===== config.mk =====
export PLATFORM = sky130hd
export DESIGN_NAME = rede_io_server
export DESIGN_NICKNAME = d
export VERILOG_FILES = /design/src/rtl/rede_io_server.sv
export SDC_FILE = /design/constraint.sdc
export NUM_CORES = 1
export LEC_CHECK = 0
export BUFFER_PORTS_ARGS = -buffer_cell sky130_fd_sc_hd__clkbuf_2
export CAP_MARGIN = 0
export CELL_PAD_IN_SITES_DETAIL_PLACEMENT = 1
export CELL_PAD_IN_SITES_GLOBAL_PLACEMENT = 2
export CORE_AREA = 2 2 223 225
export DETAILED_ROUTE_END_ITERATION = 10
export DIE_AREA = 0 0 225 227
export PLACE_DENSITY_LB_ADDON = 0.1
export SETUP_SLACK_MARGIN = 0.15
export SYNTH_ARGS = -nofsm -noshare
export SYNTH_HDL_FRONTEND = slang
export SYNTH_SLANG_ARGS = --single-unit

===== constraint.sdc =====
create_clock -name clk -period 2.3 [get_ports clk]
set_input_delay 0.46 -clock clk [delete_from_list [all_inputs] [get_ports clk]]
set_output_delay 0.46 -clock clk [all_outputs]
set_load 0.02 [all_outputs]

===== src/rtl/rede_io_server.sv =====
// I/O port responder for the float processor: per-port input FIFOs served on
// one-hot read strobes, and per-port output registers captured on write strobes.
module rede_io_server #(
    parameter int NUIOIN = 4,
    parameter int NUIOOU = 4,
    parameter int NBIN   = 19,
    parameter int NBOUT  = 28,
    parameter int FDEPTH = 4
) (
    input  logic                      clk,
    input  logic                      rst,
    input  logic [NUIOIN-1:0]         req_in,
    output logic signed [NBIN-1:0]    io_in,
    input  logic [NUIOOU-1:0]         out_en,
    input  logic signed [NBOUT-1:0]   io_out,
    input  logic [NUIOIN*NBIN-1:0]    src_data,
    input  logic [NUIOIN-1:0]         src_valid,
    output logic [NUIOIN-1:0]         src_ready,
    output logic [NUIOOU*NBOUT-1:0]   snk_data,
    output logic [NUIOOU-1:0]         snk_valid,
    input  logic [NUIOOU-1:0]         snk_ready,
    output logic [NUIOIN-1:0]         underflow,
    output logic [NUIOOU-1:0]         overflow
);

    localparam int AW = $clog2(FDEPTH);
    localparam int CW = AW + 1;
    localparam logic [CW-1:0] FULL = CW'(FDEPTH);

    logic [NBIN-1:0] mem [NUIOIN][FDEPTH];
    logic [AW-1:0]   wr_ptr [NUIOIN];
    logic [AW-1:0]   rd_ptr [NUIOIN];
    logic [CW-1:0]   count  [NUIOIN];

    logic [NUIOIN-1:0] sel;
    logic [NUIOIN-1:0] push;
    logic [NUIOIN-1:0] pop;
    logic [NUIOIN-1:0] empty_rd;

    // Isolate the lowest set strobe bit; higher bits are ignored entirely.
    assign sel = req_in & (~req_in + NUIOIN'(1));

    always_comb begin
        io_in    = '0;
        push     = '0;
        pop      = '0;
        empty_rd = '0;
        for (int k = 0; k < NUIOIN; k++) begin
            // Ready is forced high while reset is held so producers never see a stale full.
            src_ready[k] = !rst || (count[k] != FULL);
            push[k]      = src_valid[k] && (count[k] != FULL);
            if (sel[k]) begin
                if (count[k] != '0) begin
                    pop[k] = 1'b1;
                    io_in  = mem[k][rd_ptr[k]];
                end else begin
                    empty_rd[k] = 1'b1;
                end
            end
        end
    end

    // Storage carries no reset; its contents are don't-care until written.
    always_ff @(posedge clk) begin
        for (int k = 0; k < NUIOIN; k++) begin
            if (rst && push[k])
                mem[k][wr_ptr[k]] <= src_data[k*NBIN +: NBIN];
        end
    end

    always_ff @(posedge clk) begin
        if (!rst) begin
            for (int k = 0; k < NUIOIN; k++) begin
                wr_ptr[k] <= '0;
                rd_ptr[k] <= '0;
                count[k]  <= '0;
            end
            underflow <= '0;
        end else begin
            for (int k = 0; k < NUIOIN; k++) begin
                if (push[k])
                    wr_ptr[k] <= wr_ptr[k] + AW'(1);
                if (pop[k])
                    rd_ptr[k] <= rd_ptr[k] + AW'(1);
                if (push[k] && !pop[k])
                    count[k] <= count[k] + CW'(1);
                else if (pop[k] && !push[k])
                    count[k] <= count[k] - CW'(1);
            end
            underflow <= underflow | empty_rd;
        end
    end

    always_ff @(posedge clk) begin
        if (!rst) begin
            snk_data  <= '0;
            snk_valid <= '0;
            overflow  <= '0;
        end else begin
            for (int j = 0; j < NUIOOU; j++) begin
                if (out_en[j]) begin
                    snk_data[j*NBOUT +: NBOUT] <= io_out;
                    snk_valid[j]               <= 1'b1;
                    if (snk_valid[j] && !snk_ready[j])
                        overflow[j] <= 1'b1;
                end else if (snk_valid[j] && snk_ready[j]) begin
                    snk_valid[j] <= 1'b0;
                end
            end
        end
    end

endmodule


Word level (Yosys, flattened, before mapping)
Memories as Yosys holds them, arrays and structs flattened. Index checks and enable logic that the tools add are counted.

Register bits: 124. Latch bits: 0. RAM bits: 332. ROM bits: 0. Word-level logic and storage cells: 263. Memories kept: 4.

$add $sub $neg: 17. $mul: 0. Divide/modulo/power cells: 0. Order comparisons: 12. Eq/ne operators: 4. Shift-type cells: 0. Muxes and demuxes: 129. Bitwise gates (word level): 27. Reduce and logical (&&, ||, !) cells: 57.

Memory list: mem (words 4, bits a word 76, read ports 4, clocked after memory_dff 0, wr ports 4, RTL line 30) `logic [NBIN-1:0] mem [NUIOIN][FDEPTH];`; count (words 4, bits a word 3, read ports 4, clocked after memory_dff 0, wr ports 4, RTL line 33) `logic [CW-1:0] count [NUIOIN];`; rd_ptr (words 4, bits a word 2, read ports 4, clocked after memory_dff 0, wr ports 4, RTL line 32) `logic [AW-1:0] rd_ptr [NUIOIN];`; wr_ptr (words 4, bits a word 2, read ports 4, clocked after memory_dff 0, wr ports 4, RTL line 31) `logic [AW-1:0] wr_ptr [NUIOIN];`.

Operators by type and width (count): $mux W19 (20); $mux W76 (4); $bmux W19 S2 (4); $demux W19 S2 (4); $mux W1 (81); $logic_and A1 B1 Y1 (28); $ge A3 B3 Y1 const B (8); $mux W3 (8); $not A2 Y3 (8); $add A2 B1 Y2 const B (8); $mux W2 (8); $or A1 B1 Y1 (16); $logic_not A1 Y1 (13); $add A3 B1 Y3 const B (4); $lt A3 B1 Y1 const B (4); $ne A3 B3 Y1 const B (4); $reduce_bool A3 Y1 (4); $sub A3 B1 Y3 const B (4); $reduce_and A2 Y1 (4); $reduce_bool A2 Y1 (4); $add A4 B1 Y4 const B (1); $and A4 B4 Y4 (1); $logic_or A1 B1 Y1 (4); $not A4 Y4 (1); $or A4 B4 Y4 (1).

Longest topological paths before layout
Depth in word-level cells: 12. Mapped depth: 9. Gate-level depth less buffers: 7.

Worst setup path before layout
Ideal clock, no wire load.

Kind: input -> register. Start point: input port req_in[1]. End point: memory count[1][2] (netlist bit), data pin. Setup time: 0.147 ns. Data arrival time: 2.301 ns. Path slack: -0.148 ns. Stages: 9. Buffers on the path: 2. Path through: nor2b_1 clkbuf_1 buf_2 nand3_1 nand2b_1 fa_1 xor2_1 a2111o_1 a21oi_1.

RTL lines: start, declared (RTL line 12) `input logic [NUIOIN-1:0] req_in,`; end, declared (RTL line 33).

==> run_results.csv <==
group,metric,value,unit
status,outcome,"finished, violations left",
status,violations,"negative setup slack",
timing,period_needed,2840,ps
power,p_leak,8.86,nW
place,placed_area,20700,sq um
synthesis,synthFlopType,"edfxtp_1",
final_layout,nNetsFinal,1601,
power,power.switching,5.42,mW
synthesis,netlist_area,17800,sq um
synthesis,synth_xor_xnor_area_share,0.444,%
power,swShare,25.8,%
synthesis,synth-seq-cells,456,
die,num_rows,81,
cts,cts_tree,"done",
power,power_frac_clock,38.9,%
die,start_util,36.6,%
die,die_area,51100,sq um
power,pwr-share-seq,44.8,%
synthesis,ys_top_cells_by_area,"edfxtp_1, dfxtp_1, mux4_2",
timing,maxSlewHeadroom,53.3,%
power,p_per_area,901,nW/um^2
route,num_vias,10700,
synthesis,yosys.area_share.simple,6.53,%
place,io_buffers,268,
timing,fin_crit_sh,124,%
die,io_pins,269,
critical_path,critical_path_class,"reg -> out",
route,ant_nets,0,
die,die_w,225,um
timing,max_freq,352,MHz
critical_path,crit_path_max_fanout,7,
timing,finalSetupViolations,21,
timing,worst_slew_pin_slew,701,ps
route,viasPerCell,5.04,
cts,clk_pin_slew_worst_paths,60,ps
place,place.gp.congestion,0.757,
die,die_h,227,um
grt,grt_usage,18.6,%
route,totalWireLength,47.9,mm
grt,grt_pass1_vias,10900,
synthesis,synth_compound_area_share,3.28,%
synthesis,yosys.cell_count.top_type,"edfxtp_1",
hold_path,min_path_type,"in -> reg",
synthesis,async_flop_share,0,%
synthesis,postSynthAreaPerCell,16.2,sq um
power,ir_drop,602,uV
cts,cts_root_buf,"clkbuf_16",
route,wl_per_cell,22.6,um
final_layout,area_growth,31.3,%
cts,clockBufferDepth,3,
synthesis,synthAdderAreaFrac,1.68,%
cts,insertion_delay,600,ps
critical_path,timing.rr.start,"count[2][1]$_SDFFCE_PN0P_",
critical_path,startpoint_type,"register",
cts,htreeDepth,2,
hold_path,holdPathEnd,"mem[0][46]$_DFFE_PP_",
hold_path,hold_start,"src_data[8]",
critical_path,cp.required,1840,ps
route,drcViolationCount,0,
synthesis,syn-num-nets,1240,
synthesis,post-synth-top-area-cell,"edfxtp_1",
timing,maxSlewViolCount,0,
final_layout,drive_gt1_share,39.9,%
synthesis,postSynthCellCount,1096,
route,drt-initial-drc-count,552,
power,p_comb_share,16.2,%
cts,hold_buffers,0,
synthesis,ys_top_cells_by_count,"edfxtp_1, nor2_1, dfxtp_1",
synthesis,synth_top_area_share,56.1,%
timing,clock_skew,31.0,ps
place,hpwlAfterDp,32.3,mm
run,maxCapViolations,0,
cts,cts_inserted_buffers,53,
die,core_area,48500,sq um
cts,cts.sinks,456,
grt,grt_pass1_wl,70.3,mm
synthesis,synthMuxAreaShare,15.9,%
place,place_ws,-230,ps
grt,grt_start_max_net_pins,145,
final_layout,final_cell_area,23300,sq um
hold_path,holdPathStages,1,
critical_path,r2r_slack,-140,ps
grt,overflow,0,
critical_path,critical_path_arrival,2380,ps
grt,antenna_found_initial,5,
timing,rsz0062_at_grt,"yes",
timing,fin_ws,-543,ps
synthesis,yosysSeqAreaShare,70.1,%
critical_path,worst_setup_path_end_kind,"primary output",
critical_path,r2r_end,"count[2][2]$_SDFFCE_PN0P_",
power,p_int,15.6,mW
critical_path,reg2regPathDepth,9,
route,first_pass_iters,4,
synthesis,synth_top_family_by_area,"multiplexers",
timing,finalHoldViolations,0,
synthesis,synth.distinct_cells,42,
synthesis,ys_warn_count,0,
synthesis,synth_edf_count,332,
cell type report:
type	instances	area [sq um]
Inverter	20	77.6
Clock buffer	78	1540
Antenna cell	2	5.00
Sequential cell	456	12500
Tap cell	622	778
Clock inverter	21	173
Timing Repair Buffer	378	2730
Fill cell	4696	25200
Multi-Input combinational cell	548	5580
state kept, by name, indices dropped and copies added, names as in the netlist:
signal and count:
count 12, mem 304, overflow 4, rd_ptr 8, snk_data 112, snk_valid 4
underflow 4, wr_ptr 8
worst max-delay path by stage:
stage / slack (ps) / from / to
global route: -630 / rd_ptr[1][0]$_SDFFCE_PN0P_ / io_in[15]
global placement: -200 / rd_ptr[1][0]$_SDFFCE_PN0P_ / io_in[13]
detailed placement: -230 / rd_ptr[1][0]$_SDFFCE_PN0P_ / io_in[14]
floorplan: -7 / req_in[1] / count[1][2]$_SDFFCE_PN0P_
finish: -540 / rd_ptr[1][0]$_SDFFCE_PN0P_ / io_in[5]
CTS: -640 / rd_ptr[1][0]$_SDFFCE_PN0P_ / io_in[10]
critical path, cell delays in order (launching register included):
cell,delay [ps]
edfxtp_1,360
buf_6,130
buf_12,130
mux4_2,560
a32oi_4,330
a211oi_2,110
buf_2,170
cell families after synthesis:
family | after synthesis
flip-flops | 456
XOR/XNOR | 9
multiplexers | 188
AO/OA/AOI/OAI | 77
buffers and inverters | 92
adder cells (fa/ha/maj) | 22
AND/OR/NAND/NOR | 252
what timing repair did:
item	CTS	global route
buffers inserted	13	18
gates resized for setup	68	28
endpoints found under the hold margin	0	0
cloned	1	2
pin swaps	23	16
endpoints found under the setup margin	25	27
power groups by stage:
stage / clock network (mW) / registers, mW / logic [mW]
final: 8.19 / 9.42 / 3.41
after global routing: 8.71 / 9.47 / 3.66
after CTS: 8.45 / 9.43 / 3.35
after detailed placement: 0 / 9.60 / 2.94
after global placement: 0 / 9.58 / 2.91
after floorplan: 0 / 9.72 / 1.47
layer usage:
| metal | vias up | track usage [%] | wire, um |
|---|---|---|---|
| li1 | 4953 | - | - |
| met4 | 4 | 5.36 | 1110 |
| met1 | 5455 | 25.2 | 20900 |
| met3 | 84 | 3.78 | 2220 |
| met2 | 218 | 30.5 | 23700 |
| met5 | - | 0 | 23 |
cells in the final DEF (no fill, tap or decap), types with 4 or more instances in the layout:
| master | instances |
|---|---|
| and3_1 | 15 |
| nand2_4 | 5 |
| buf_12 | 34 |
| dfxtp_1 | 124 |
| nor2b_1 | 4 |
| mux2i_1 | 112 |
| buf_2 | 5 |
| xor2_1 | 5 |
| buf_6 | 10 |
| buf_4 | 67 |
| nor2_1 | 134 |
| nand2_1 | 10 |
| ha_1 | 18 |
| clkbuf_8 | 5 |
| clkinv_1 | 7 |
| a211oi_1 | 7 |
| clkbuf_2 | 256 |
| a32oi_4 | 18 |
| xnor2_1 | 4 |
| edfxtp_1 | 332 |
| a21oi_1 | 10 |
| clkbuf_16 | 58 |
| nand3_1 | 8 |
| nor3_1 | 45 |
| clkinv_2 | 6 |
| inv_1 | 19 |
| o211ai_1 | 6 |
| mux4_2 | 76 |
| a211oi_2 | 16 |
| clkbuf_1 | 16 |
| and2_1 | 5 |
through the flow:
| stage | TNS [ps] | utilization [%] | instances | total power [mW] | hold WS [ps] |
|---|---|---|---|---|---|
| final | -9910 | 48.0 | 2125 | 21.0 | 72.9 |
| after global routing | -11800 | 48.0 | 2124 | 21.8 | 51.6 |
| after CTS | -11270 | 47.5 | 2103 | 21.2 | 31.9 |
| after detailed placement | -2540 | 42.7 | 1990 | 12.5 | 459 |
| after global placement | -1880 | 42.7 | 1990 | 12.5 | 450 |
| after floorplan | -7.41 | - | 1096 | 11.2 | 559 |
Note: power is estimated with default switching activity, not from simulation.
